### src/rtl/wb_byte_ram_bridge.sv
`default_nettype none
// ============================================================================
// Module   : wb_byte_ram_bridge
// Purpose  : Bridges a 32-bit Wishbone-style slave port onto an 8-bit byte
//            RAM. Each request is split into four byte accesses. Writes honour
//            the byte selects. Reads always fetch all four bytes and assemble
//            them little-endian into o_wb_rdt.
// Ports    : clk, reset        - clock, synchronous active-high reset
//            i_wb_adr/dat/sel  - word address, write data, byte enables
//            i_wb_we/stb       - direction, request strobe
//            o_wb_rdt/ack      - read data, one-cycle completion pulse
//            o_ram_*           - byte RAM write port and read address
//            i_ram_rdata       - byte RAM read data (one-cycle latency)
// Revision : 1.0 - initial release
// ============================================================================
module wb_byte_ram_bridge #(
  parameter int aw = 10
) (
  input  logic          clk,
  input  logic          reset,
  input  logic [aw-3:0] i_wb_adr,
  input  logic [31:0]   i_wb_dat,
  input  logic [3:0]    i_wb_sel,
  input  logic          i_wb_we,
  input  logic          i_wb_stb,
  output logic [31:0]   o_wb_rdt,
  output logic          o_wb_ack,
  output logic          o_ram_wen,
  output logic [aw-1:0] o_ram_waddr,
  output logic [7:0]    o_ram_wdata,
  output logic [aw-1:0] o_ram_raddr,
  input  logic [7:0]    i_ram_rdata
);

  typedef enum logic [1:0] {
    IDLE  = 2'd0,
    XFER  = 2'd1,
    DRAIN = 2'd2,
    ACK   = 2'd3
  } state_t;

  state_t        r_state;
  logic [1:0]    r_cnt;
  logic [aw-3:0] r_adr;
  logic [31:0]   r_dat;
  logic [3:0]    r_sel;
  logic          r_we;

  logic [aw-1:0] w_addr;
  logic [1:0]    w_cap_idx;

  // Byte address is the latched word address with the byte counter appended,
  // so the top word never wraps into word 0.
  assign w_addr      = {r_adr, r_cnt};
  assign o_ram_raddr = w_addr;
  assign o_ram_waddr = w_addr;
  assign o_ram_wdata = r_dat[{r_cnt, 3'b000} +: 8];
  // Reset gates the enable directly so an aborted write stops in the very
  // cycle reset is raised, not one cycle later.
  assign o_ram_wen   = !reset && (r_state == XFER) && r_we && r_sel[r_cnt];

  // RAM read data lags the address by one cycle, so the byte arriving now
  // belongs to the previous counter value.
  assign w_cap_idx   = r_cnt - 2'd1;

  always_ff @(posedge clk) begin
    if (reset) begin
      r_state  <= IDLE;
      r_cnt    <= 2'd0;
      r_adr    <= '0;
      r_dat    <= 32'd0;
      r_sel    <= 4'd0;
      r_we     <= 1'b0;
      o_wb_rdt <= 32'd0;
      o_wb_ack <= 1'b0;
    end else begin
      o_wb_ack <= 1'b0;
      case (r_state)
        IDLE: begin
          if (i_wb_stb) begin
            r_adr   <= i_wb_adr;
            r_dat   <= i_wb_dat;
            r_sel   <= i_wb_sel;
            r_we    <= i_wb_we;
            r_cnt   <= 2'd0;
            r_state <= XFER;
          end
        end
        XFER: begin
          r_cnt <= r_cnt + 2'd1;
          if (!r_we && (r_cnt != 2'd0))
            o_wb_rdt[{w_cap_idx, 3'b000} +: 8] <= i_ram_rdata;
          if (r_cnt == 2'd3)
            r_state <= DRAIN;
        end
        DRAIN: begin
          // Last read byte arrives here, one cycle after the final address.
          if (!r_we)
            o_wb_rdt[31:24] <= i_ram_rdata;
          o_wb_ack <= 1'b1;
          r_state  <= ACK;
        end
        ACK: begin
          r_state <= IDLE;
        end
        default: begin
          r_state <= IDLE;
        end
      endcase
    end
  end

endmodule
`default_nettype wire
### config.mk
export PLATFORM = sky130hd
export DESIGN_NAME = wb_byte_ram_bridge
export DESIGN_NICKNAME = d
export VERILOG_FILES = /design/src/rtl/wb_byte_ram_bridge.sv
export SDC_FILE = /design/constraint.sdc
export NUM_CORES = 1
export LEC_CHECK = 0
export CORE_MARGIN = 2
export CORE_UTILIZATION = 50
export DETAILED_ROUTE_END_ITERATION = 12
export PLACE_DENSITY = 0.91
export SLEW_MARGIN = 20
export SYNTH_ARGS = -nofsm -noshare
export SYNTH_HDL_FRONTEND = slang
export SYNTH_SLANG_ARGS = --single-unit
### constraint.sdc
create_clock -name clk -period 4.5 [get_ports clk]
set_input_delay 1.125 -clock clk [delete_from_list [all_inputs] [get_ports clk]]
set_output_delay 1.125 -clock clk [all_outputs]
set_load 0.03 [all_outputs]
==> results of run 1 <==
[critical path, stage by stage (launching register included)]
cell and delay, ns:
sky130_fd_sc_hd__dfxtp_1 0.50, sky130_fd_sc_hd__buf_4 0.31, sky130_fd_sc_hd__mux4_2 0.52, sky130_fd_sc_hd__clkdlybuf4s50_1 0.63
[metrics by stage]
stage	cell area, sq um	hold slack [ns]	worst slack, ns	power [uW]
6_report	4890	0.454	1.08	2300
5_1_grt	4890	0.469	0.965	2430
4_1_cts	4890	0.455	1.05	2310
3_5_place_dp	4710	0.443	1.23	1830
3_3_place_gp	4710	0.438	1.22	1790
2_1_floorplan	3620	0.433	1.53	1600
[state kept, by name, summed over array words and instances, names as in the netlist]
signal and cells:
r_cnt 2, r_adr 8, r_dat 32, r_we 1
r_sel 4, o_wb_ack 1, o_wb_rdt 32, r_state 2
[power groups by stage]
stage	Clock, uW	Combinational (uW)	Sequential [uW]
finish	479	928	898
detailed placement	0	921	911
global placement	0	889	904
floorplan	0	659	938
global route	517	1000	908
CTS	487	929	897
[cells in the mapped netlist, types with 2 or more instances]
cell type                     n  area, sq um
sky130_fd_sc_hd__buf_4       12         90.1
sky130_fd_sc_hd__buf_1        5         18.8
sky130_fd_sc_hd__and2_1       2         12.5
sky130_fd_sc_hd__mux4_2       9          203
sky130_fd_sc_hd__nand3_1     26          130
sky130_fd_sc_hd__a21oi_1     72          360
sky130_fd_sc_hd__clkbuf_1    12         45.0
sky130_fd_sc_hd__buf_6        2         22.5
sky130_fd_sc_hd__ha_1        10          125
sky130_fd_sc_hd__nand2_1    116          435
sky130_fd_sc_hd__inv_1       12         45.0
sky130_fd_sc_hd__nand4b_1     8         70.1
sky130_fd_sc_hd__nor2_1       2         7.51
sky130_fd_sc_hd__a21o_1       2         15.0
sky130_fd_sc_hd__nand4bb_1    3         33.8
sky130_fd_sc_hd__and4bb_1     3         37.5
sky130_fd_sc_hd__buf_2       11         55.1
sky130_fd_sc_hd__nand2b_1     2         12.5
sky130_fd_sc_hd__o32ai_2      8          130
sky130_fd_sc_hd__dfxtp_1     82         1640
[worst paths after layout]
check	startpoint	to
setup / recovery	r_cnt[0]	o_ram_wdata[7]
hold / removal	o_wb_rdt[19]	o_wb_rdt[19]
setup reg to reg	r_cnt[1]	o_wb_rdt[30]
hold reg to reg	o_wb_rdt[19]	o_wb_rdt[19]
[metal layers]
metal | GRT usage (%) | routed length [um] | vias to the layer above
met5 | 0 | 0 | -
met4 | 11.8 | 270 | 0
met3 | 4.34 | 496 | 26
met1 | 29.3 | 3970 | 1532
met2 | 38.9 | 4570 | 119
li1 | - | - | 1565
[logic make-up (layout without fill, tap and decap cells)]
logic type / Yosys count / in the layout / synth area share (%)
AO/OA/AOI/OAI: 86 / 86 / 15.5
adder cells (fa/ha/maj): 10 / 10 / 3.45
buffers and inverters: 54 / 149 / 7.63
flip-flops: 82 / 82 / 45.3
multiplexers: 10 / 10 / 5.87
AND/OR/NAND/NOR: 168 / 168 / 22.2
[layout make-up]
type | instances | area share (%)
Sequential cell | 82 | 33.6
Tap cell | 99 | 2.53
Timing Repair Buffer | 121 | 24.5
Clock inverter | 7 | 1.10
Inverter | 12 | 0.921
Multi-Input combinational cell | 274 | 34.9
Clock buffer | 9 | 2.53
==> impl_metrics.yaml, run 1 <==
cts:
  clkLatencyLatePin_ns: 0.34
  path_clk_slew_ns: 0.08
  cts_hold_buf: 0
  clockRootBuffer: "sky130_fd_sc_hd__clkbuf_8"
  clock_tree.htree_level_count: 3
  ctsLongestPathBuffers: 2
  cts-resized-gates: 0
  cts_num_sinks: 82
  cts_tree: "done"
  cts_setup_buffers: 0
  numCtsBuffers: 9
die:
  core.rowCount: 31
  start_util_pct: 50.8
  fp.dieH_um: 89.1
  placeableCoreArea_sq_mm: 0.00714
  count_of_boundary_i_o_pins: 118
  die_w_um: 89.1
  fp.dieArea_sq_mm: 0.00794
pwr:
  pwr_density_cell_mw_per_mm2: 471
  seq_power_share_pct: 39.0
  combinationalPowerShare_pct: 40.3
  p_int_uw: 1400
  leakagePower_uw: 0.00168
  ir_drop_mv: 0.264
  swShare_pct: 39.3
  netsw_uw: 905
  share_clk_of_total_power_pct: 20.8
finish:
  layout.area.seq_sq_mm: 0.00164
  final.fill_count: 563
  num-nets-final: 566
  layout_common_cells: "sky130_fd_sc_hd__nand2_1 (116), sky130_fd_sc_hd__clkdlybuf4s50_1 (116), sky130_fd_sc_hd__dfxtp_1 (82)"
  final-instance-count-excl-fill: 604
  syn_to_final_growth_pct: 35.0
  final_core_util_pct: 68.5
  multi_input_area_sq_mm: 0.00170
  antennaDiodeCount: 0
  final_layout_size_suffix_gt1_share_pct: 8.51
global_route:
  grt_first_pass_wirelength_um: 14600
  antenna_found_initial: 0
  grt_start_max_net_pins: 91
  grt_remaining_overflow: 0
  grt_usage_pct: 23.5
  grt_pass1_vias: 3115
drt:
  route.final.wire_length_um: 9310
  drc_errors: 0
  drt-vias-per-instance: 5.37
  via_count: 3242
  drt_first_pass_iters: 5
  detailedRoute.firstIterationViolations: 229
  antenna_violating_nets_post_route: 0
  route.detailed.wl_per_inst_um: 15.4
sta:
  timing.setup.tns_ns: 0
  timing.final.crit_share_pct: 75.9
  fin_worst_skew_ns: 0.0103
  setup_viol: 0
  slew_headroom_pct: 38.9
  period_needed_ns: 3.42
  max_clock_freq_ghz: 0.293
  tightest_slew_ns: 0.916
  final_hold_viol_count: 0
  rsz0062_at_grt: "no"
  timing_max_transition_violations_final: 0
setup_path:
  criticalPathCategory: "register to primary output"
  critical_path_arrival_ns: 2.29
  critPathLaunchType: "register"
  worst-path-max-fanout: 15
  worstSetupEndpointType: "primary output"
  rr_worst_depth: 5
  worst-endpoint-required_ns: 3.38
  setup.reg_to_reg.worst_slack_ns: 2.15
synth:
  ys_types: 31
  ys_ff_latch: 82
  number_of_enable_flip_flop_cells_after_synthesis: 0
  netlist_area_sq_mm: 0.00362
  synth_async_sr_flop_share_pct: 0
  ys_warn_count: 0
  synth_fp_nets: 476
  synth_flop_cell: "sky130_fd_sc_hd__dfxtp_1"
  syn_avg_cell_area_sq_um: 8.83
  yosysSeqAreaShare_pct: 45.3
  netlist_instances: 410
worst_hold_path:
  worstHoldPathType: "register to register"
  whs_path_depth: 2
flow_run:
  timing.max_cap.violations: 0
placed_design:
  port_buffers: 117
  dpl.cell_count: 588
  final_gp_congestion: 0.851
  post-dp-hpwl_um: 6570
status:
  status: "finished clean"
No activity file was read; power rests on OpenSTA's default activity.
==> run 2: changes to the inputs <==
CORE_UTILIZATION = 42   (was 50)
PLACE_DENSITY = 0.82   (was 0.91)
clock period = 3.1 ns   (was 4.5 ns; I/O delays follow)
==> run 2 against run 1 <==
Die area is 18% higher. Worst hold slack better by 0.00061 ns. Total power is 55% higher. Clock power is 93% higher. Cell count is 1.3% higher. Clock skew hardly changed. Sequential share of layout area is 0.58 points lower. Via count is 2.9% lower. First-iteration DRC count is 12% higher. Sequential power is 44% higher. Largest power group unchanged.
==> impl_metrics.yaml, run 2 (synthesis gave the netlist of run 1 again) <==
status:
  status: "finished clean"
pwr:
  share_clk_of_total_power_pct: 25.9
  pwr_density_cell_mw_per_mm2: 719
  p_int_uw: 2280
  swShare_pct: 36.3
  total_power_uw: 3580
  ir_drop_mv: 0.355
  netsw_uw: 1300
  combinationalPowerShare_pct: 38.1
  leakagePower_uw: 0.00172
  seq_power_share_pct: 36.0
sta:
  fin_worst_skew_ns: 0.0101
  period_needed_ns: 2.97
  hold_slack_ns: 0.455
  slew_headroom_pct: 39.0
  tightest_slew_ns: 0.915
  timing_max_transition_violations_final: 0
  final_hold_viol_count: 0
  timing.setup.tns_ns: 0
  rsz0062_at_grt: "no"
  max_clock_freq_ghz: 0.336
  timing.final.crit_share_pct: 95.9
  setup_viol: 0
  post-route-worst-setup-slack_ns: 0.126
die:
  start_util_pct: 43.6
  placeableCoreArea_sq_mm: 0.00830
  fp.dieH_um: 96.9
  count_of_boundary_i_o_pins: 118
  fp.dieArea_sq_mm: 0.00938
  die_w_um: 96.9
  core.rowCount: 33
finish:
  final.fill_count: 722
  layout.area.seq_sq_mm: 0.00164
  layout_common_cells: "sky130_fd_sc_hd__nand2_1 (116), sky130_fd_sc_hd__clkdlybuf4s50_1 (116), sky130_fd_sc_hd__dfxtp_1 (82)"
  antennaDiodeCount: 0
  final_layout_size_suffix_gt1_share_pct: 8.68
  syn_to_final_growth_pct: 37.3
  multi_input_area_sq_mm: 0.00170
  biggestRegsByFlops: "o_wb_rdt x32, r_dat x32, r_adr x8"
  final_core_util_pct: 59.9
  num-nets-final: 568
setup_path:
  criticalPathCategory: "register to primary output"
  crit_slowest_cell: "sky130_fd_sc_hd__clkdlybuf4s50_1"
  critical_path_arrival_ns: 2.20
  worstSetupEndpointType: "primary output"
  series_of_cell_instances_along_the_critical_path: "inv_1 -> ha_1 -> and4b_1 -> clkdlybuf4s50_1"
  slowest_delay_ns: 0.67
  worst-endpoint-required_ns: 2.32
  worst-path-max-fanout: 13
  critPathLaunchType: "register"
cts:
  path_clk_slew_ns: 0.08
  cts_setup_buffers: 0
  clkLatencyLatePin_ns: 0.35
  cts-resized-gates: 0
  cts_tree: "done"
  numCtsBuffers: 9
  clock_tree.htree_level_count: 3
  cts_hold_buf: 0
  cts_num_sinks: 82
  clockRootBuffer: "sky130_fd_sc_hd__clkbuf_8"
  ctsLongestPathBuffers: 2
global_route:
  grt_start_max_net_pins: 91
  antenna_found_initial: 0
  grt_usage_pct: 20.4
  grt_pass1_vias: 3191
  grt_first_pass_wirelength_um: 15700
  grt_remaining_overflow: 0
worst_hold_path:
  worstHoldPathType: "register to register"
drt:
  drt-vias-per-instance: 5.14
  drc_errors: 0
  route.final.wire_length_um: 9410
  antenna_violating_nets_post_route: 0
  drt_first_pass_iters: 5
  detailedRoute.firstIterationViolations: 256
  route.detailed.wl_per_inst_um: 15.4
  via_count: 3147
placed_design:
  dp_worst_setup_slack_ns: 0.496
  final_gp_congestion: 0.844
  post-dp-hpwl_um: 6540
  port_buffers: 117
flow_run:
  timing.max_cap.violations: 0
run 2: path summary, 6_finish.rpt:
path               startpoint  cells after the start  slack (ns)      endpoint
hold reg to reg   o_wb_rdt[6]                      2        0.45   o_wb_rdt[6]
setup / recovery   r_state[1]                      4        0.13     o_ram_wen
setup reg to reg     r_cnt[0]                      6        1.09  o_wb_rdt[26]
hold / removal    o_wb_rdt[6]                      2        0.45   o_wb_rdt[6]
run 2: area by class of cell:
type,count,area share [%]
repair buffers,123,24.3
inverters,12,0.905
clock buffers,10,2.57
multi-input cells,274,34.3
flip-flops and latches,82,33.0
clock inverters,6,2.29
well taps,105,2.64
run 2: worst max-delay path, delay by kind of cell (launching register included):
family,cells,cell delay (ns)
buf+inv,2,0.80
fa+ha+maj,1,0.47
flops,1,0.32
simple gates,1,0.27
run 2: stage by stage:
| stage | std cells | cell area, sq um |
|---|---|---|
| global route | 612 | 4970 |
| global placement | 596 | 4730 |
| floorplan | 410 | 3620 |
| CTS | 612 | 4970 |
| detailed placement | 596 | 4730 |
| finish | 612 | 4970 |
run 2: routing by layer:
layer	vias to the layer above	share of wire (%)	GRT usage [%]
met2	95	50	33.5
met1	1463	41	25.5
met3	14	6.6	5.35
met4	0	2.2	8.23
met5	-	0	0
li1	1575	-	-
run 2: power groups by stage:
stage                     combinational [uW]  sequential (uW)  clock, uW
after global placement                  1310             1300          0
after detailed placement                1360             1310          0
final                                   1360             1290        926
after global routing                    1480             1310        996
after floorplan                          956             1360          0
after CTS                               1370             1290        943
